### config.mk
export PLATFORM = sky130hd
export DESIGN_NAME = frac_div_ctrl
export DESIGN_NICKNAME = d
export VERILOG_FILES = /design/src/rtl/frac_div_ctrl.sv
export SDC_FILE = /design/constraint.sdc
export NUM_CORES = 1
export LEC_CHECK = 0
export BUFFER_PORTS_ARGS = -buffer_cell sky130_fd_sc_hd__clkbuf_2
export CAP_MARGIN = 5
export CORE_MARGIN = 2
export CORE_UTILIZATION = 45
export DETAILED_ROUTE_END_ITERATION = 6
export PLACE_DENSITY_LB_ADDON = 0.2
export SYNTH_ARGS = -nofsm -noshare
export SYNTH_HDL_FRONTEND = slang
export SYNTH_SLANG_ARGS = --single-unit
export TNS_END_PERCENT = 1
### constraint.sdc
create_clock -name clk -period 2.16 [get_ports clk]
set_input_delay 0.108 -clock clk [delete_from_list [all_inputs] [get_ports clk]]
set_output_delay 0.108 -clock clk [all_outputs]
set_load 0.01 [all_outputs]
### src/rtl/frac_div_ctrl.sv
// frac_div_ctrl: fractional-N divider control; period = n_int + sigma-delta offset,
// clamped to a minimum of 2, with a ~50% duty divided clock and a sticky clamp flag.
module frac_div_ctrl #(
    parameter int NW = 8
) (
    input  logic          clk,
    input  logic          rstn,
    input  logic          en,
    input  logic [NW-1:0] n_int,
    input  logic [3:0]    sdm_in,
    output logic          sdm_strobe,
    output logic          div_pulse,
    output logic          div_out,
    output logic          clamp_flag
);
    typedef enum logic {IDLE, RUN} state_t;
    state_t                state_q;
    logic [NW:0]           cnt_q, d_cur_q, d_eff;
    logic signed [NW+1:0]  d_raw;
    logic                  clamp;
    // two guard bits keep n_int + sdm_in free of wrap at both ends of the range
    always_comb begin
        d_raw = $signed({2'b00, n_int}) + $signed({{(NW-2){sdm_in[3]}}, sdm_in});
        clamp = d_raw[NW+1] || (d_raw[NW:1] == '0);
        d_eff = clamp ? (NW+1)'(2) : d_raw[NW:0];
    end
    always_ff @(posedge clk or negedge rstn) begin
        if (!rstn) begin
            state_q    <= IDLE;
            cnt_q      <= '0;
            d_cur_q    <= (NW+1)'(2);
            sdm_strobe <= 1'b0;
            div_pulse  <= 1'b0;
            div_out    <= 1'b0;
            clamp_flag <= 1'b0;
        end else if (!en) begin
            state_q    <= IDLE;
            cnt_q      <= '0;
            sdm_strobe <= 1'b0;
            div_pulse  <= 1'b0;
            div_out    <= 1'b0;
            if (state_q == IDLE) clamp_flag <= 1'b0;
        end else if (state_q == IDLE || cnt_q == '0) begin
            div_pulse  <= state_q == RUN;
            state_q    <= RUN;
            d_cur_q    <= d_eff;
            cnt_q      <= d_eff - 1'b1;
            sdm_strobe <= 1'b1;
            div_out    <= 1'b1;
            clamp_flag <= clamp_flag | clamp;
        end else begin
            cnt_q      <= cnt_q - 1'b1;
            sdm_strobe <= 1'b0;
            div_pulse  <= 1'b0;
            if (cnt_q == (d_cur_q >> 1)) div_out <= 1'b0;
        end
    end
endmodule

After elaboration in Yosys (flattened, before gate mapping)
Cells that the tools add are included.

operators by class
  reductions and logical operators = 6
  bitwise operators = 2
  multiplexer cells = 15
  add/sub/neg operators = 3
  equality and inequality tests = 4

operators by type and width
  kind                 count
  $mux 9               3
  $sub 9x1->9 const B  2
  $mux 1               12
  $add 9x4->10         1
  $eq 9x8->1           1
  $logic_not 9->1      1
  $logic_not 8->1      1
  $reduce_and 2->1     2
  $ne 3x1->1 const B   1
  $logic_or 1x1->1     2
  $ne 2x1->1 const B   1
  $ne 2x2->1 const B   1
  $not 1->1            1
  $or 1x1->1           1

word-level totals
  flip-flop bits (word level) = 23
  logic and storage cells = 37
  bits of input ports = 15

Logic depth before layout (Yosys ltp)
Gate-level depths: netlist of run 1.

  depth in word-level cells = 7
  depth in mapped cells = 17
  depth with buffers taken out = 17

Least setup slack after synthesis of run 1
OpenSTA, ideal clock, no wires.

  path type = input to register
  start = input port n_int[0]
  end = register cnt_q[4]
  data arrival time = 3.134 ns
  setup slack = -1.098 ns
  required time = 2.036 ns
  stages on the path = 15
  path through = ha_1 > inv_1 > fa_1 > nand2b_1 > a21oi_1 > xor2_1 > a2111o_1 > nor3_2 > a21oi_1 > and3_1 > a21oi_1 > ha_1 > o21ai_0 > o311a_1 > o31a_1

between the ends
  longest elaborated chain between the ends = 7

RTL lines
  what                  RTL line  text
  from (decl)           9         input logic [NW-1:0] n_int,
  $add 9x4->10 *        23        d_raw = $signed({2'b00, n_int}) + $signed({{(NW-2){sdm_in[3]}}, sdm_in});
  $logic_not 8->1       24        clamp = d_raw[NW+1] || (d_raw[NW:1] == '0);
  $logic_or 1x1->1      24
  $mux 9 *              25        d_eff = clamp ? (NW+1)'(2) : d_raw[NW:0];
  $sub 9x1->9 *         47        cnt_q <= d_eff - 1'b1;
  $mux 9 *              43        end else if (state_q == IDLE || cnt_q == '0) begin
  $mux 9 *              36        end else if (!en) begin
  to (signal assigned)  47
  to (signal assigned)  52        cnt_q <= cnt_q - 1'b1;
  to (decl)             18        logic [NW:0] cnt_q, d_cur_q, d_eff;

Every way passes the cells marked *; elsewhere a longest branch is shown, timed or not.
A chain may end at the register's enable or synchronous reset.

Final worst setup path of run 1
  start = input port sdm_in[0]
  end = register cnt_q[4]

between the ends
  longest elaborated chain between the ends = 7

RTL lines
  what              RTL line  text
  from (decl)       10        input logic [3:0] sdm_in,
  $add 9x4->10 *    23
  $logic_not 8->1   24
  $logic_or 1x1->1  24
  $mux 9 *          25
  $sub 9x1->9 *     47
  $mux 9 *          43
  $mux 9 *          36

Marks and branches as above.

==> flow_metrics.env, run 1 <==
export IMPL_run_status="finished with violations"
export IMPL_failing_checks="negative setup slack"
export IMPL_overflow=0
export IMPL_clock_sinks=22
export IMPL_worst_r2r_startpoint="cnt_q[5]"
export IMPL_cts_root_buf="clkbuf_8"
export IMPL_layout_common_cells="74 x buf_4, 22 x nand2_1, 21 x nor2_1, 21 x dfrtp_1, 15 x clkbuf_2"
export IMPL_clock_insertion_delay_worst_skew_ns=0.26
export IMPL_cts_path_max_buffers=2
export IMPL_floorplan_io_pins=19
export IMPL_die_height_um=68.3
export IMPL_yosysSeqAreaShare=0.297
export IMPL_worst_setup_path_end_kind="flop"
export IMPL_path_buf_inv=4
export IMPL_arrival_ns=2.92
export IMPL_timing_setup_critical_path_class="input pin to flop"
export IMPL_grt_usage=0.269
export IMPL_rows=23
export IMPL_wl_per_cell_um=16.9
export IMPL_cts_buffers_inserted=3
export IMPL_initial_core_util=0.465
export IMPL_yosysWarningCount=0
export IMPL_pre_cts_worst_setup_slack_ns=-0.953
export IMPL_grt_first_pass_wirelength_um=9250
export IMPL_worst_r2r_dst="cnt_q[4]"
export IMPL_insertedDiodeCount=0
export IMPL_totalWireLength_um=6010
export IMPL_timing_critical_path_to="cnt_q[4]"
export IMPL_final_max_slew_violation_count=0
export IMPL_finalHoldWorstSlack_ns=0.0349
export IMPL_floorplan_die_width_um=68.3
export IMPL_drt_first_iter_violations=174
export IMPL_synth_seq_cells=22
export IMPL_cellLeakagePower_nw=1.28
export IMPL_crit_required_ns=2.31
export IMPL_worst_path_cell_chain="buf_8 > ha_4 > inv_2 > fa_2 > nand2b_4 > buf_4 > a2111o_1 > o211ai_1 > nor3_2 > a21oi_2 > buf_4 > nand3_2 > nand2_2 > ha_4 > o21ai_4 > o311a_1 > o31a_1"
export IMPL_nets=333
export IMPL_synth_nets=242
export IMPL_ff2ff_setup_slack_ns=-0.21
export IMPL_synth_edf_count=0
export IMPL_vdd_drop_max_v=0.000338
export IMPL_finalCriticalPeriod_ns=2.77
export IMPL_power_density_mw_per_mm2=796
export IMPL_finalWorstSetupSlack_ns=-0.615
export IMPL_grt_pass1_vias=1939
export IMPL_final_setup_tns_ns=-2.85
export IMPL_yosys_area_share_xor_xnor=0.0848
export IMPL_asyncSetResetFlopFracSynth=1.00
export IMPL_num_vias=2067
export IMPL_crit_family="compound AO/OA/AOI/OAI gates"
export IMPL_placed_cell_area_mm2=0.00251
export IMPL_per_cell_via_count_in_the_routed_design=5.81
export IMPL_drt_pre_antenna_iters=7
export IMPL_synth_compound_gate_area_share=0.230
export IMPL_yosys_most_used_dff="dfrtp_1"
export IMPL_clock_pin_transition_on_the_worst_setup_and_hold_timing_paths_ns=0.08
export IMPL_synth_distinct_cells=58
export IMPL_setup_repair_after_global_routing_missed_its_margin="true"
export IMPL_max_slew_margin_rel=0.640
export IMPL_core_area_mm2=0.00400
export IMPL_final_min_period_over_clock_period=1.28
export IMPL_worst_case_reg_to_reg_path_depth=10
export IMPL_worstPathMaxFanout=3
export IMPL_final_design_area_no_fill_mm2=0.00284
export IMPL_place_gp_congestion=0.897
export IMPL_post_synthesis_mux_area_share=0
export IMPL_detailed_place_hpwl_um=4250
export IMPL_report_final_hold_viol_count=0
export IMPL_worst_pin_slew_ns=0.540
export IMPL_grt_start_max_net_pins=23
export IMPL_leading_cell_type_in_the_layout_fill_and_taps_excluded="buf_4"
export IMPL_path_depth=17
export IMPL_detail_route_drc_violations=0
export IMPL_die_area_mm2=0.00466
export IMPL_startpoint_type="input pin"
export IMPL_grt_antenna_before_repair=0
export IMPL_post_synthesis_instance_area_mm2=0.00186
export IMPL_area_delta_synth_final_pct=52.6
export IMPL_post_synth_cell_area_avg_um2=8.61
export IMPL_crit_path_max_incr_delay_ns=0.38
export IMPL_critPathLaunch="sdm_in[0]"
export IMPL_drive_above_1_share=0.480
export IMPL_netlist_instances=216
export IMPL_setup_violations=9
export IMPL_synthSimpleGateAreaFrac=0.263
export IMPL_timing_hold_worst_path_depth=1
export IMPL_port_buffers=18
export IMPL_post_route_clock_skew_ns=0.00531
export IMPL_finalPower_mw=2.26
export IMPL_drtAntennaViolNets=0
export IMPL_num_fill_cells=301
export IMPL_cts_tree="built"
export IMPL_synthAdderAreaFrac=0.0781
export IMPL_clock_fmax_ghz=0.360
export IMPL_cap_violations=0
export IMPL_number_of_h_tree_levels=1
export IMPL_synth_top_family_by_area="simple AND/OR/NAND/NOR gates"
export IMPL_worst_path_max_delay_cell="a2111o_1"
export IMPL_min_delay_path_class="input pin to flop"
[layout make-up]
class / count / area [um2] / share of cell area
Sequential cell: 22 / 552 / 0.194
Clock buffer: 4 / 45.0 / 0.0159
Multi-Input combinational cell: 176 / 1460 / 0.515
Inverter: 11 / 41.3 / 0.0146
Timing Repair Buffer: 93 / 674 / 0.238
Tap cell: 50 / 62.6 / 0.0220
[registers in the layout, summed over array words and instances (netlist names)]
register and flops:
cnt_q 9, state_q 1, sdm_strobe 1, d_cur_q 8, clamp_flag 1, div_out 1
div_pulse 1
[power by group]
part           leakage, nW  internal, mW  switching, mW
Clock               0.0228         0.132          0.131
Combinational        0.975         0.692          0.705
Sequential           0.284         0.519         0.0812
Total                 1.28          1.34          0.917
[metal layers]
metal | wire [um] | vias to the layer above | track usage
li1 | - | 968 | -
met1 | 2330 | 966 | 0.328
met2 | 2930 | 93 | 0.478
met3 | 425 | 40 | 0.0345
met4 | 323 | 0 | 0.103
met5 | 0 | - | 0
[repair_timing]
item	4_1_cts	5_1_grt
endpoints found under the hold margin	21	0
hold buffers	1	0
pin swaps	21	5
setup buffers	4	4
endpoints found under the setup margin	8	12
gates resized for setup	16	25
[Yosys cell counts, types with 3 or more instances]
cell type,count,area share
nand2_1,23,0.046
dfrtp_1,21,0.28
nor2_1,21,0.042
a21oi_1,12,0.032
nand3_1,11,0.030
o21ai_0,11,0.030
xnor2_1,11,0.052
ha_1,10,0.067
inv_1,10,0.020
xor2_1,7,0.033
nor3_1,6,0.016
a211oi_1,4,0.016
a21oi_2,3,0.014
clkbuf_1,3,0.0061
nor3_2,3,0.016
o211ai_1,3,0.012
o31ai_1,3,0.012
[how the worst min path moves through the flow]
| stage | from | to |
|---|---|---|
| 6_report | en | state_q |
| 5_1_grt | en | state_q |
| 4_1_cts | en | state_q |
| 3_5_place_dp | rstn | d_cur_q[5] |
| 3_3_place_gp | rstn | d_cur_q[5] |
| 2_1_floorplan | rstn | clamp_flag |
[logic make-up after synthesis]
group	after synthesis
simple gates	88
fa+ha+maj	11
xor+xnor	18
flops	22
compound gates	59
buf+inv	18
[stage by stage]
step	std cells	util
2_1_floorplan	216	-
3_3_place_gp	343	0.628
3_5_place_dp	343	0.628
4_1_cts	352	0.669
5_1_grt	356	0.709
6_report	356	0.709
(Power assumes the default switching activity.)
==> inputs of run 2 (changes only) <==
--- a/config.mk
+++ b/config.mk
@@ -5,10 +5,12 @@
 export SDC_FILE = /design/constraint.sdc
 export NUM_CORES = 1
 export LEC_CHECK = 0
+export ABC_AREA = 1
 export BUFFER_PORTS_ARGS = -buffer_cell sky130_fd_sc_hd__clkbuf_2
 export CAP_MARGIN = 5
 export CORE_MARGIN = 2
 export CORE_UTILIZATION = 45
+export CTS_CLUSTER_DIAMETER = 50
 export DETAILED_ROUTE_END_ITERATION = 6
 export PLACE_DENSITY_LB_ADDON = 0.2
 export SYNTH_ARGS = -nofsm -noshare
==> run 2 against run 1 <==
  * The flow now finishes without violations
  * Non-clock buffer count shrank 42
  * Maximum frequency grew 34%
  * Sequential share of layout area grew 2.6 points
  * Synthesized cell count grew 20%
  * Sequential power shrank 2%
  * Largest power group unchanged
==> flow_metrics.env, run 2 <==
export IMPL_run_status="finished clean"
export IMPL_yosys_area_share_xor_xnor=0.0239
export IMPL_synth_compound_gate_area_share=0.102
export IMPL_report_final_hold_viol_count=0
export IMPL_synth_distinct_cells=35
export IMPL_post_synthesis_mux_area_share=0
export IMPL_final_min_period_over_clock_period=0.961
export IMPL_regs_by_ff_count="cnt_q (9), d_cur_q (8)"
export IMPL_final_setup_tns_ns=0
export IMPL_place_gp_congestion=0.828
export IMPL_rows=23
export IMPL_drtAntennaViolNets=0
export IMPL_die_height_um=67.8
export IMPL_min_delay_path_class="input pin to flop"
export IMPL_worstPathMaxFanout=5
export IMPL_hold_startpoint="en"
export IMPL_clock_sinks=22
export IMPL_finalCriticalPeriod_ns=2.08
export IMPL_crit_required_ns=2.30
export IMPL_drt_pre_antenna_iters=4
export IMPL_most_common_cell_in_the_synthesized_netlist="nand2_1"
export IMPL_totalWireLength_um=4340
export IMPL_vdd_drop_max_v=0.000502
export IMPL_layout_common_cells="69 x nand2_1, 35 x inv_1, 30 x buf_4, 21 x dfrtp_1, 17 x nand2_2"
export IMPL_arrival_ns=2.22
export IMPL_port_buffers=18
export IMPL_yosys_area_top_type_share=0.287
export IMPL_synthDominantAreaCellType="dfrtp_1"
export IMPL_yosys_most_used_dff="dfrtp_1"
export IMPL_clock_fmax_ghz=0.482
export IMPL_ys_top_cells_by_area="dfrtp_1 29%, nand2_1 15%, inv_1 7.6%"
export IMPL_power_density_mw_per_mm2=781
export IMPL_floorplan_io_pins=19
export IMPL_detail_route_drc_violations=0
export IMPL_grt_first_pass_wirelength_um=6990
export IMPL_setup_violations=0
export IMPL_cts_tree="built"
export IMPL_synth_top_family_by_area="simple AND/OR/NAND/NOR gates"
export IMPL_max_slew_margin_rel=0.634
export IMPL_wl_per_cell_um=12.0
export IMPL_registers_top_by_ff_count="cnt_q"
export IMPL_drt_first_iter_violations=87
export IMPL_num_vias=1751
export IMPL_clock_pin_transition_on_the_worst_setup_and_hold_timing_paths_ns=0.08
export IMPL_asyncSetResetFlopFracSynth=1.00
export IMPL_timing_hold_worst_path_depth=1
export IMPL_netlist_instances=260
export IMPL_area_delta_synth_final_pct=36.6
export IMPL_cts_root_buf="clkbuf_8"
export IMPL_post_synthesis_instance_area_mm2=0.00183
export IMPL_nets=338
export IMPL_floorplan_die_width_um=67.8
export IMPL_final_max_slew_violation_count=0
export IMPL_timing_setup_critical_path_class="input pin to flop"
export IMPL_placed_cell_area_mm2=0.00219
export IMPL_worst_pin_slew_ns=0.549
export IMPL_clock_insertion_delay_worst_skew_ns=0.26
export IMPL_grt_usage=0.199
export IMPL_die_area_mm2=0.00459
export IMPL_overflow=0
export IMPL_cts_buffers_inserted=3
export IMPL_worstHoldEndpoint="state_q"
export IMPL_number_of_h_tree_levels=1
export IMPL_synth_seq_cells=22
export IMPL_worst_case_reg_to_reg_path_depth=15
export IMPL_cap_violations=0
export IMPL_cts_path_max_buffers=2
export IMPL_cellLeakagePower_nw=1.32
export IMPL_yosysWarningCount=0
export IMPL_core_area_mm2=0.00394
export IMPL_ff2ff_setup_slack_ns=0.14
export IMPL_setup_repair_after_global_routing_missed_its_margin="true"
export IMPL_worst_r2r_startpoint="cnt_q[0]"
export IMPL_drive_above_1_share=0.383
export IMPL_synth_edf_count=0
export IMPL_finalPower_mw=1.95
export IMPL_synth_nets=286
export IMPL_post_synth_cell_area_avg_um2=7.04
export IMPL_leading_cell_type_in_the_layout_fill_and_taps_excluded="nand2_1"
export IMPL_startpoint_type="input pin"
export IMPL_flip_flop_count_of_the_largest_register_all_copies_and_words_added=9
export IMPL_grt_pass1_vias=1579
export IMPL_grt_antenna_before_repair=0
export IMPL_insertedDiodeCount=0
export IMPL_post_route_clock_skew_ns=0.00366
export IMPL_final_design_area_no_fill_mm2=0.00250
export IMPL_synthSimpleGateAreaFrac=0.385
export IMPL_per_cell_via_count_in_the_routed_design=4.85
export IMPL_initial_core_util=0.464
export IMPL_worst_r2r_dst="cnt_q[6]"
export IMPL_worst_setup_path_end_kind="flop"
export IMPL_grt_start_max_net_pins=23
export IMPL_synthAdderAreaFrac=0.0793
export IMPL_synth_commonest_cells="75 x nand2_1, 37 x inv_1, 21 x dfrtp_1, 17 x nand3_1, 16 x nor2_1"
export IMPL_detailed_place_hpwl_um=3300
export IMPL_yosysSeqAreaShare=0.302
run 2: logic make-up after synthesis:
| kind of cell | after synthesis |
|---|---|
| AO/OA/AOI/OAI | 31 |
| XOR/XNOR | 5 |
| adder cells (fa/ha/maj) | 11 |
| buffers and inverters | 48 |
| flip-flops | 22 |
| AND/OR/NAND/NOR | 143 |
run 2: cell type report:
class	count	area (um2)
Clock buffer	3	41.3
Clock inverter	1	30.0
Fill cell	362	1440
Inverter	44	168
Multi-Input combinational cell	190	1270
Sequential cell	22	552
Tap cell	50	62.6
Timing Repair Buffer	51	379
run 2: routing by layer:
| metal | up-vias | GRT usage | share of wire |
|---|---|---|---|
| met5 | - | 0 | 0 |
| met1 | 805 | 0.292 | 0.50 |
| met2 | 25 | 0.311 | 0.46 |
| met3 | 2 | 0.0350 | 0.028 |
| li1 | 919 | - | - |
| met4 | 0 | 0.0230 | 0.0030 |
run 2: how the worst max path moves through the flow:
stage / to / slack (ns) / depth (start not counted) / startpoint
after floorplan: cnt_q[6] / 0.03 / 19 / n_int[0]
after detailed placement: cnt_q[6] / -0.17 / 20 / n_int[0]
final: cnt_q[6] / 0.08 / 18 / sdm_in[0]
after global routing: cnt_q[6] / -0.08 / 18 / sdm_in[0]
after CTS: cnt_q[6] / 0.11 / 20 / n_int[0]
after global placement: cnt_q[7] / -0.12 / 21 / n_int[0]
run 2: worst max-delay path: stages:
cell	delay, ns
buf_8	0.07
ha_4	0.12
inv_2	0.04
fa_2	0.38
buf_6	0.14
xnor2_4	0.13
nor2_2	0.12
nand3_2	0.09
nor2_4	0.11
nand2_4	0.08
nand3_2	0.07
nand2_2	0.08
inv_4	0.07
ha_4	0.14
nand3_4	0.08
nor2_4	0.15
xor2_1	0.15
nor2_1	0.06
run 2: through the flow:
stage                     hold slack (ns)   util  std cells  setup slack, ns
after global routing               0.0698  0.634        361          -0.0798
after floorplan                    -0.188      -        260           0.0309
after global placement              0.118  0.555        351           -0.124
after detailed placement            0.116  0.555        351           -0.168
final                              0.0654  0.634        361           0.0847
after CTS                          0.0583  0.576        356            0.107
run 2: repair_timing:
item,4_1_cts,5_1_grt
setup endpoints to repair,0,4
hold buffers,1,0
setup buffers,0,5
endpoints found under the hold margin,21,0
gates resized for setup,0,38
run 2: report_power, final:
| group | internal [mW] | switching [mW] | leakage (nW) |
|---|---|---|---|
| sequential | 0.509 | 0.0763 | 0.283 |
| clock | 0.248 | 0.140 | 0.0357 |
| combinational | 0.440 | 0.538 | 1.00 |
| total | 1.20 | 0.755 | 1.32 |
